**src/rtl/riscv_pkg.sv**
```systemverilog
// rtl/riscv_pkg.sv - shared constants and types for the RV32 integer register file
package riscv_pkg;

    localparam int XLEN   = 32;
    localparam int NREG   = 32;
    localparam int REG_AW = 5;

    typedef logic [REG_AW-1:0] reg_addr_t;

    localparam reg_addr_t REG_ZERO = '0;

endpackage : riscv_pkg

```
**src/rtl/reg_scoreboard.sv**
```systemverilog
// rtl/reg_scoreboard.sv - per-register pending bits with issue/write-back tracking (REGFILE_BYPASS_EN)
module reg_scoreboard
    import riscv_pkg::*;
#(
    parameter int NREG = riscv_pkg::NREG,
    parameter int AW   = riscv_pkg::REG_AW
) (
    input  logic          clk,
    input  logic          rst_n,
    input  logic          iss_en,
    input  logic [AW-1:0] iss_rd,
    input  logic          wb_en,
    input  logic [AW-1:0] wb_addr,
    input  logic [AW-1:0] rs1_addr,
    input  logic [AW-1:0] rs2_addr,
    output logic          rs1_pend,
    output logic          rs2_pend
);

    logic [NREG-1:0] pending_q;
    logic [NREG-1:0] pending_d;

    // Next pending vector: write-back clears first, issue sets after so a
    // same-cycle issue to the same register supersedes the older producer.
    always_comb begin
        pending_d = pending_q;
        if (wb_en && (wb_addr != AW'(REG_ZERO))) begin
            pending_d[wb_addr] = 1'b0;
        end
        if (iss_en && (iss_rd != AW'(REG_ZERO))) begin
            pending_d[iss_rd] = 1'b1;
        end
        pending_d[0] = 1'b0;
    end

    // Pending bit storage.
    always_ff @(posedge clk or negedge rst_n) begin
        if (!rst_n) begin
            pending_q <= '0;
        end else begin
            pending_q <= pending_d;
        end
    end

    // Effective pending lookups seen by the hazard check; issue this cycle
    // is deliberately not visible here.
    always_comb begin
`ifdef REGFILE_BYPASS_EN
        rs1_pend = pending_q[rs1_addr] && !(wb_en && (wb_addr == rs1_addr));
        rs2_pend = pending_q[rs2_addr] && !(wb_en && (wb_addr == rs2_addr));
`else
        rs1_pend = pending_q[rs1_addr];
        rs2_pend = pending_q[rs2_addr];
`endif
    end

endmodule : reg_scoreboard

```
**src/rtl/reg_file.sv**
```systemverilog
// rtl/reg_file.sv - 32x32 register file, two registered read ports, one write port, pending scoreboard (REGFILE_BYPASS_EN)
module reg_file
    import riscv_pkg::*;
#(
    parameter int XLEN = riscv_pkg::XLEN,
    parameter int NREG = riscv_pkg::NREG,
    parameter int AW   = riscv_pkg::REG_AW
) (
    input  logic            clk,
    input  logic            rst_n,
    input  logic            rd_req,
    input  logic [AW-1:0]   rs1_addr,
    input  logic [AW-1:0]   rs2_addr,
    output logic [XLEN-1:0] rs1_data,
    output logic [XLEN-1:0] rs2_data,
    output logic            rd_valid,
    output logic            stall,
    input  logic            iss_en,
    input  logic [AW-1:0]   iss_rd,
    input  logic            wb_en,
    input  logic [AW-1:0]   wb_addr,
    input  logic [XLEN-1:0] wb_data
);

    logic [XLEN-1:0] mem_q [NREG];
    logic [XLEN-1:0] rs1_q, rs1_d;
    logic [XLEN-1:0] rs2_q, rs2_d;
    logic            valid_q, valid_d;
    logic            rs1_pend, rs2_pend;
    logic            rd_accept;

    reg_scoreboard #(
        .NREG (NREG),
        .AW   (AW)
    ) u_scoreboard (
        .clk      (clk),
        .rst_n    (rst_n),
        .iss_en   (iss_en),
        .iss_rd   (iss_rd),
        .wb_en    (wb_en),
        .wb_addr  (wb_addr),
        .rs1_addr (rs1_addr),
        .rs2_addr (rs2_addr),
        .rs1_pend (rs1_pend),
        .rs2_pend (rs2_pend)
    );

    // Hazard: refuse the read if either source still has a producer in flight.
    always_comb begin
        stall     = rd_req && (rs1_pend || rs2_pend);
        rd_accept = rd_req && !stall;
    end

    // Read-data next state: load both ports on acceptance, otherwise hold.
    always_comb begin
        rs1_d   = rs1_q;
        rs2_d   = rs2_q;
        valid_d = 1'b0;
        if (rd_accept) begin
            valid_d = 1'b1;
            rs1_d   = mem_q[rs1_addr];
            rs2_d   = mem_q[rs2_addr];
`ifdef REGFILE_BYPASS_EN
            if (wb_en && (wb_addr == rs1_addr)) begin
                rs1_d = wb_data;
            end
            if (wb_en && (wb_addr == rs2_addr)) begin
                rs2_d = wb_data;
            end
`endif
            if (rs1_addr == AW'(REG_ZERO)) begin
                rs1_d = '0;
            end
            if (rs2_addr == AW'(REG_ZERO)) begin
                rs2_d = '0;
            end
        end
    end

    // Architectural storage; x0 is never written so it stays 0.
    always_ff @(posedge clk or negedge rst_n) begin
        if (!rst_n) begin
            for (int i = 0; i < NREG; i++) begin
                mem_q[i] <= '0;
            end
        end else if (wb_en && (wb_addr != AW'(REG_ZERO))) begin
            mem_q[wb_addr] <= wb_data;
        end
    end

    // Registered read outputs.
    always_ff @(posedge clk or negedge rst_n) begin
        if (!rst_n) begin
            rs1_q   <= '0;
            rs2_q   <= '0;
            valid_q <= 1'b0;
        end else begin
            rs1_q   <= rs1_d;
            rs2_q   <= rs2_d;
            valid_q <= valid_d;
        end
    end

    assign rs1_data = rs1_q;
    assign rs2_data = rs2_q;
    assign rd_valid = valid_q;

endmodule : reg_file
```
**config.mk**
```make
export PLATFORM = sky130hd
export DESIGN_NAME = reg_file
export DESIGN_NICKNAME = d
export VERILOG_FILES = /design/src/rtl/riscv_pkg.sv /design/src/rtl/reg_scoreboard.sv /design/src/rtl/reg_file.sv
export SDC_FILE = /design/constraint.sdc
export NUM_CORES = 2
export LEC_CHECK = 0
export ABC_AREA = 0
export BUFFER_PORTS_ARGS = -buffer_cell sky130_fd_sc_hd__buf_2
export CORE_ASPECT_RATIO = 0.6
export CORE_MARGIN = 1
export CORE_UTILIZATION = 50
export CTS_BUF_LIST = sky130_fd_sc_hd__clkbuf_2
export CTS_CLUSTER_DIAMETER = 60
export CTS_CLUSTER_SIZE = 20
export DETAILED_ROUTE_END_ITERATION = 8
export GPL_TIMING_DRIVEN = 0
export PLACE_DENSITY_LB_ADDON = 0.15
export SLEW_MARGIN = 20
export SYNTH_ARGS = -nofsm -noshare
export SYNTH_HDL_FRONTEND = slang
export SYNTH_SLANG_ARGS = --single-unit
export TNS_END_PERCENT = 20
```
**constraint.sdc**
```tcl
create_clock -name clk -period 5.1 [get_ports clk]
set_clock_uncertainty 0.05 [all_clocks]
set_input_delay 0 -clock clk [delete_from_list [all_inputs] [get_ports clk]]
set_output_delay 0 -clock clk [all_outputs]
set_load 0.01 [all_outputs]
```
; ---- Word-level counts from Yosys, hierarchy flattened
; Index checks and enable logic that the tools add are counted.
[classes]
magnitude_cmp = 10
mux = 22
bitwise = 6
n_reduce_logical = 13
[ops]
columns = op, count
row1 = 1024-bit bitwise mux, 1
row2 = 32-bit binary-select mux with 5-bit select, 2
row3 = 32-bit 2-to-1 mux, 9
row4 = 32-bit demux with 5-bit select, 1
row5 = 32-bit bitwise AND, 1
row6 = 32-bit NOT, 1
row7 = 32-bit bitwise OR, 1
row8 = "5-bit by 6-bit < comparator with 1-bit output, second input constant", 4
row9 = "6-bit >= comparator, second input constant", 3
row10 = 5-bit NOT with 6-bit output, 3
row11 = 1-bit binary-select mux with 5-bit select, 2
row12 = 1-bit demux with 5-bit select, 2
row13 = "5-bit by 1-bit >= comparator with 1-bit output, second input constant", 2
row14 = 5-bit logical NOT, 2
row15 = 5-bit nonzero test, 2
row16 = 1-bit logical AND, 7
row17 = "6-bit by 1-bit < comparator with 1-bit output, second input constant", 1
row18 = 1-bit 2-to-1 mux, 5
row19 = 1-bit logical NOT, 1
row20 = 1-bit logical OR, 1
[word_totals]
reg_bits = 1120
in_bits = 57
output_inout_bits = 66
word_cells = 87

; ---- Depth between registers and ports, before layout
[depth]
depth_word = 9
mapped_depth = 10
mapped_depth_nobuf = 5

; ---- Hierarchy
; From an unflattened synthesis, not the netlist that was laid out.
[hier_totals]
cells_unflattened = 4087
area_unflattened_um2 = 59077.9
[modules_own_cells]
columns = module, n_inst, cells_per_inst, area_each_um2, seq_area_each_um2
row1 = reg_file, 1, 3887, 57211.1, 27251.1
row2 = reg_scoreboard, 1, 200, 1866.8, 775.7

; ---- Least setup slack after synthesis
; OpenSTA, ideal clock, no wires.
[synth_path]
path_type = register -> register
from = reg u_scoreboard.pending_q[30]
to = reg rs2_q[23], in the netlist rs2_data[23]
setup_time_ns = 0.128
t_arrival_ns = 2.009
required_time_ns = 4.922
path_slack_ns = 2.914
stages_incl_launch_ff = 8
n_path_buf = 2
synth_period_minus_slack_ns = 2.186
path_cell_list = dfrtp_1 mux4_2 o22ai_1 o211ai_1 a211oi_2 buf_4 buf_8 mux2_1
[synth_between]
elab_chain_cells = 6
elab_cells_between_ends = 8
cone_classes = mux (4) / reduce/logical (4)
[synth_rtl]
columns = element, line_no
row1 = "start, declared", reg_scoreboard.sv:20  ; logic [NREG-1:0] pending_q;
row2 = "start signal, assigned", reg_scoreboard.sv:41  ; pending_q <= pending_d;
row3 = 1-bit binary-select mux with 5-bit select (on tied branches), "reg_scoreboard.sv:52, reg_scoreboard.sv:53"
row4 = 1-bit 2-to-1 mux (on tied branches), "reg_scoreboard.sv:52, reg_scoreboard.sv:53"
row5 = 1-bit logical OR (*), reg_file.sv:50  ; stall = rd_req && (rs1_pend || rs2_pend);
row6 = 1-bit logical AND (*), reg_file.sv:50
row7 = 1-bit logical NOT (*), reg_file.sv:51  ; rd_accept = rd_req && !stall;
row8 = 1-bit logical AND (*), reg_file.sv:51
row9 = "end signal, assigned", reg_file.sv:99  ; rs2_q <= rs2_d;
row10 = "end, declared", reg_file.sv:27  ; logic [XLEN-1:0] rs2_q, rs2_d;
; Mark *: on every way between the ends. The rest lies on a longest branch, timed or not. The select of a mux whose other input is x is not followed.
; A chain may end at the register's enable or synchronous reset.

; ---- Final worst setup path
[layout_path]
from = reg u_scoreboard.pending_q[22]
to = reg rs2_q[24], in the netlist rs2_data[24]
; The elaborated chain is that of the path after synthesis.

==> metrics.txt <==
DR DRC count=0; CTS resizes=0; Die W=443 um; Pleak=0.0273 uW; Mapped Avg Cell Area=15.2 um^2; vias in the first global route=38100; Ports=about 120; number of cells produced by synthesis=3832; DIE HEIGHT=267 um; clock share of power=16.2%; initial antenna violation count=11; Comb power frac=approximately 30%; layout cell share with drive strength beyond 1=46.0%; WP buf/inv=4; later-pin clock latency in the skew report=between 1.5 and 2 ns; Netlist Area Pre-Place=58400 um^2; Max clock buf depth=3; area of the core=115000 um^2; final hold vios=0; status=complete, no violations; Detailed Route Iter0 Violations=approximately 5300; period utilization=approximately 78%; detailed placer's ending HPWL=157000 um; most common cell in the netlist=dfrtp_1; area leader, netlist=dfrtp_1; Routed WL=216000 um; final slew viol count=0; Worst-path clk slew=approximately 0.4 ns; sequential cell fraction of total power=54.1%; NetSw=7690 uW; cell chain of the critical path=mux4_2 -> a22oi_1 -> nand3_1 -> dlygate4sd3_1 -> a211oi_2 -> dlygate4sd3_1 -> buf_4 -> buf_8 -> mux2_4; # clock sinks=1120; Peak Freq=~0.25 GHz; Worst path most repeated cell=dlygate4sd3_1; largest net degree at the start of global routing=~140; maxcap violations=0; Overflow after GRT=0; cts hold-fix bufs=176; switch share=34.3%; syn_nets=3889; # Post-CTS Setup Buffers=0; CP Max Fanout=10; Avg WL per Cell=37.4 um; sequential share of the synthesized area=48.0%; Critical Path Max Stage Delay=0.82 ns; Setup CP Type=reg2reg; via count=40000; Die Area=118000 um^2; final instance area=63600 um^2; CTS root buf=clkbuf_2; top cells by area, synth=dfrtp_1 48%, mux2_2 21%, mux4_2 19%, mux2i_1 2.5%, clkbuf_1 1.7%; cell-internal power=14800 uW; Rows=96; H-tree levels=3; worst-margin pin slew=1.34 ns; I/O Buffers=116; post-detailed-route count of antenna-violating nets=0; min cycle time layout=about 4.0 ns; most frequent cells after synthesis=1120 x dfrtp_1, 1072 x mux2_2, 504 x mux4_2; Netlist cell types=49; DRT Pass-1 Iters=9; share of the synthesized area in the top cell type=48.0%; Ys Warns=0; Startpoint Class=register; hold crit path type=in2reg; final setup fails=0; Layout area overhead=8.90%; Worst setup EP type=register; Synth Register Bits=approximately 1100; Avg Vias per Cell=just under 7; largest vdd supply drop=about 0.22 mV; crit path max-delay cell type=dlygate4sd3_1; ys async rst share=100%; unrepaired setup endpoints after global routing=no; ys flop type=dfrtp_1; RePlAce Congestion=1.01; Rel. slew slack=between 10% and 20%; crit path DAT=5.50 ns; EDFF count, synth=0; final setup TNS=0 ns; CP Data Required Time=about 6.6 ns; Starting Density=50.7%; Total GRT Usage=between 30% and 40%; placed cell areas=61100 um^2; CTS tree=built; Nets=4263; cts bufs inserted=71; Largest delay share family, worst path=buffers and inverters; PwrDens=353 nW/um^2; first-pass GRT wire length=303000 um
-- state kept, by name (all words and copies together), names as in the netlist --
register                count
rs2_data                   32
rs1_data                   32
rd_valid                    1
u_scoreboard.pending_q     31
mem_q                    1024
-- cells by family (layout without fill, tap and decap cells) --
logic type	count (synthesis)	after routing	synth area share [%]
compound gates	358	358	4.23
buf+inv	469	875	3.49
flops	1120	1120	48.0
mux	1736	1736	43.0
other cells	0	15	0
simple gates	149	149	1.29
-- stage by stage --
| stage | setup WS, ns | std cells | total power (uW) | util (%) | hold slack (ns) |
|---|---|---|---|---|---|
| after floorplan | 2.91 | 3832 | 15900 | - | -0.346 |
| after global placement | -21.31 | 5467 | 18300 | 52.9 | 0.237 |
| after detailed placement | 1.15 | 5476 | 18400 | 53.1 | 0.0691 |
| after CTS | 1.22 | 5757 | 22200 | 55.2 | 0.0128 |
| after global routing | 1.12 | 5763 | 23200 | 55.2 | 0.0352 |
| final | 1.12 | 5772 | 22400 | 55.3 | 0.136 |
-- path summary, 6_finish.rpt --
check                                            to  cells after the start  slack (ns)                            startpoint
min                        rs1_data[21]$_DFFE_PN0P_                      6        0.14                           rs1_addr[3]
max                        rs2_data[24]$_DFFE_PN0P_                      9        1.12  u_scoreboard.pending_q[22]$_DFF_PN0_
max in group asynchronous    mem_q[155]$_DFFE_PN0P_                      9        2.36                                 rst_n
max reg2reg                rs2_data[24]$_DFFE_PN0P_                      9        1.12  u_scoreboard.pending_q[22]$_DFF_PN0_
min reg2reg                 mem_q[1002]$_DFFE_PN0P_                      1        0.47               mem_q[1002]$_DFFE_PN0P_
min in group asynchronous    mem_q[764]$_DFFE_PN0P_                      6        0.23                                 rst_n
-- worst register-to-register path: cells and delay by family, from the launching register on --
family | cells | cell delay (ns)
compound gates | 2 | 0.38
mux | 2 | 0.87
buf+inv | 4 | 2.04
flops | 1 | 0.48
simple gates | 1 | 0.11
-- cell usage in the layout, fill, tap and decap left out, types with 5 or more instances in the layout --
| cell | instances |
|---|---|
| a22o_1 | 41 |
| a22oi_1 | 86 |
| a31oi_1 | 20 |
| buf_1 | 54 |
| buf_16 | 10 |
| buf_2 | 208 |
| buf_4 | 9 |
| buf_6 | 14 |
| clkbuf_1 | 256 |
| clkbuf_2 | 79 |
| clkinv_1 | 6 |
| clkinv_2 | 5 |
| dfrtp_1 | 1120 |
| diode_2 | 15 |
| dlygate4sd3_1 | 175 |
| inv_1 | 38 |
| mux2_2 | 1072 |
| mux2_4 | 16 |
| mux2i_1 | 143 |
| mux4_2 | 504 |
| nand2_1 | 28 |
| nand3_1 | 28 |
| nand3b_1 | 7 |
| nor2_1 | 28 |
| nor2_2 | 6 |
| nor2b_1 | 8 |
| nor3_1 | 16 |
| nor3b_1 | 8 |
| o2111ai_1 | 20 |
| o21ai_0 | 99 |
| o221ai_1 | 20 |
| o22ai_1 | 57 |
-- area by class of cell --
cell class / count / area, um^2
Clock buffer: 77 / 385
Sequential cell: 1120 / 28000
Fill cell: 9501 / 51500
Inverter: 39 / 146
Multi-Input combinational cell: 2243 / 28300
Clock inverter: 28 / 229
Timing Repair Buffer: 301 / 2620
Antenna cell: 15 / 37.5
Tap cell: 1519 / 1900
Buffer: 430 / 1890
-- power groups by stage --
stage                     clock network, uW  registers [uW]  logic (uW)
after floorplan                           0           11800        4090
after global placement                    0           12200        6100
after detailed placement                  0           12200        6230
after CTS                              3650           12000        6450
after global routing                   3950           12300        6950
final                                  3630           12100        6680
-- metal layers --
| layer | vias to the layer above | routed length (um) | GRT usage [%] |
|---|---|---|---|
| li1 | 15500 | - | - |
| met1 | 21600 | 92400 | 54.5 |
| met2 | 2509 | 78900 | 44.3 |
| met3 | 344 | 38300 | 22.4 |
| met4 | 8 | 6390 | 9.06 |
| met5 | - | 241 | 1.22 |
Note: power is estimated with default switching activity, not from simulation.
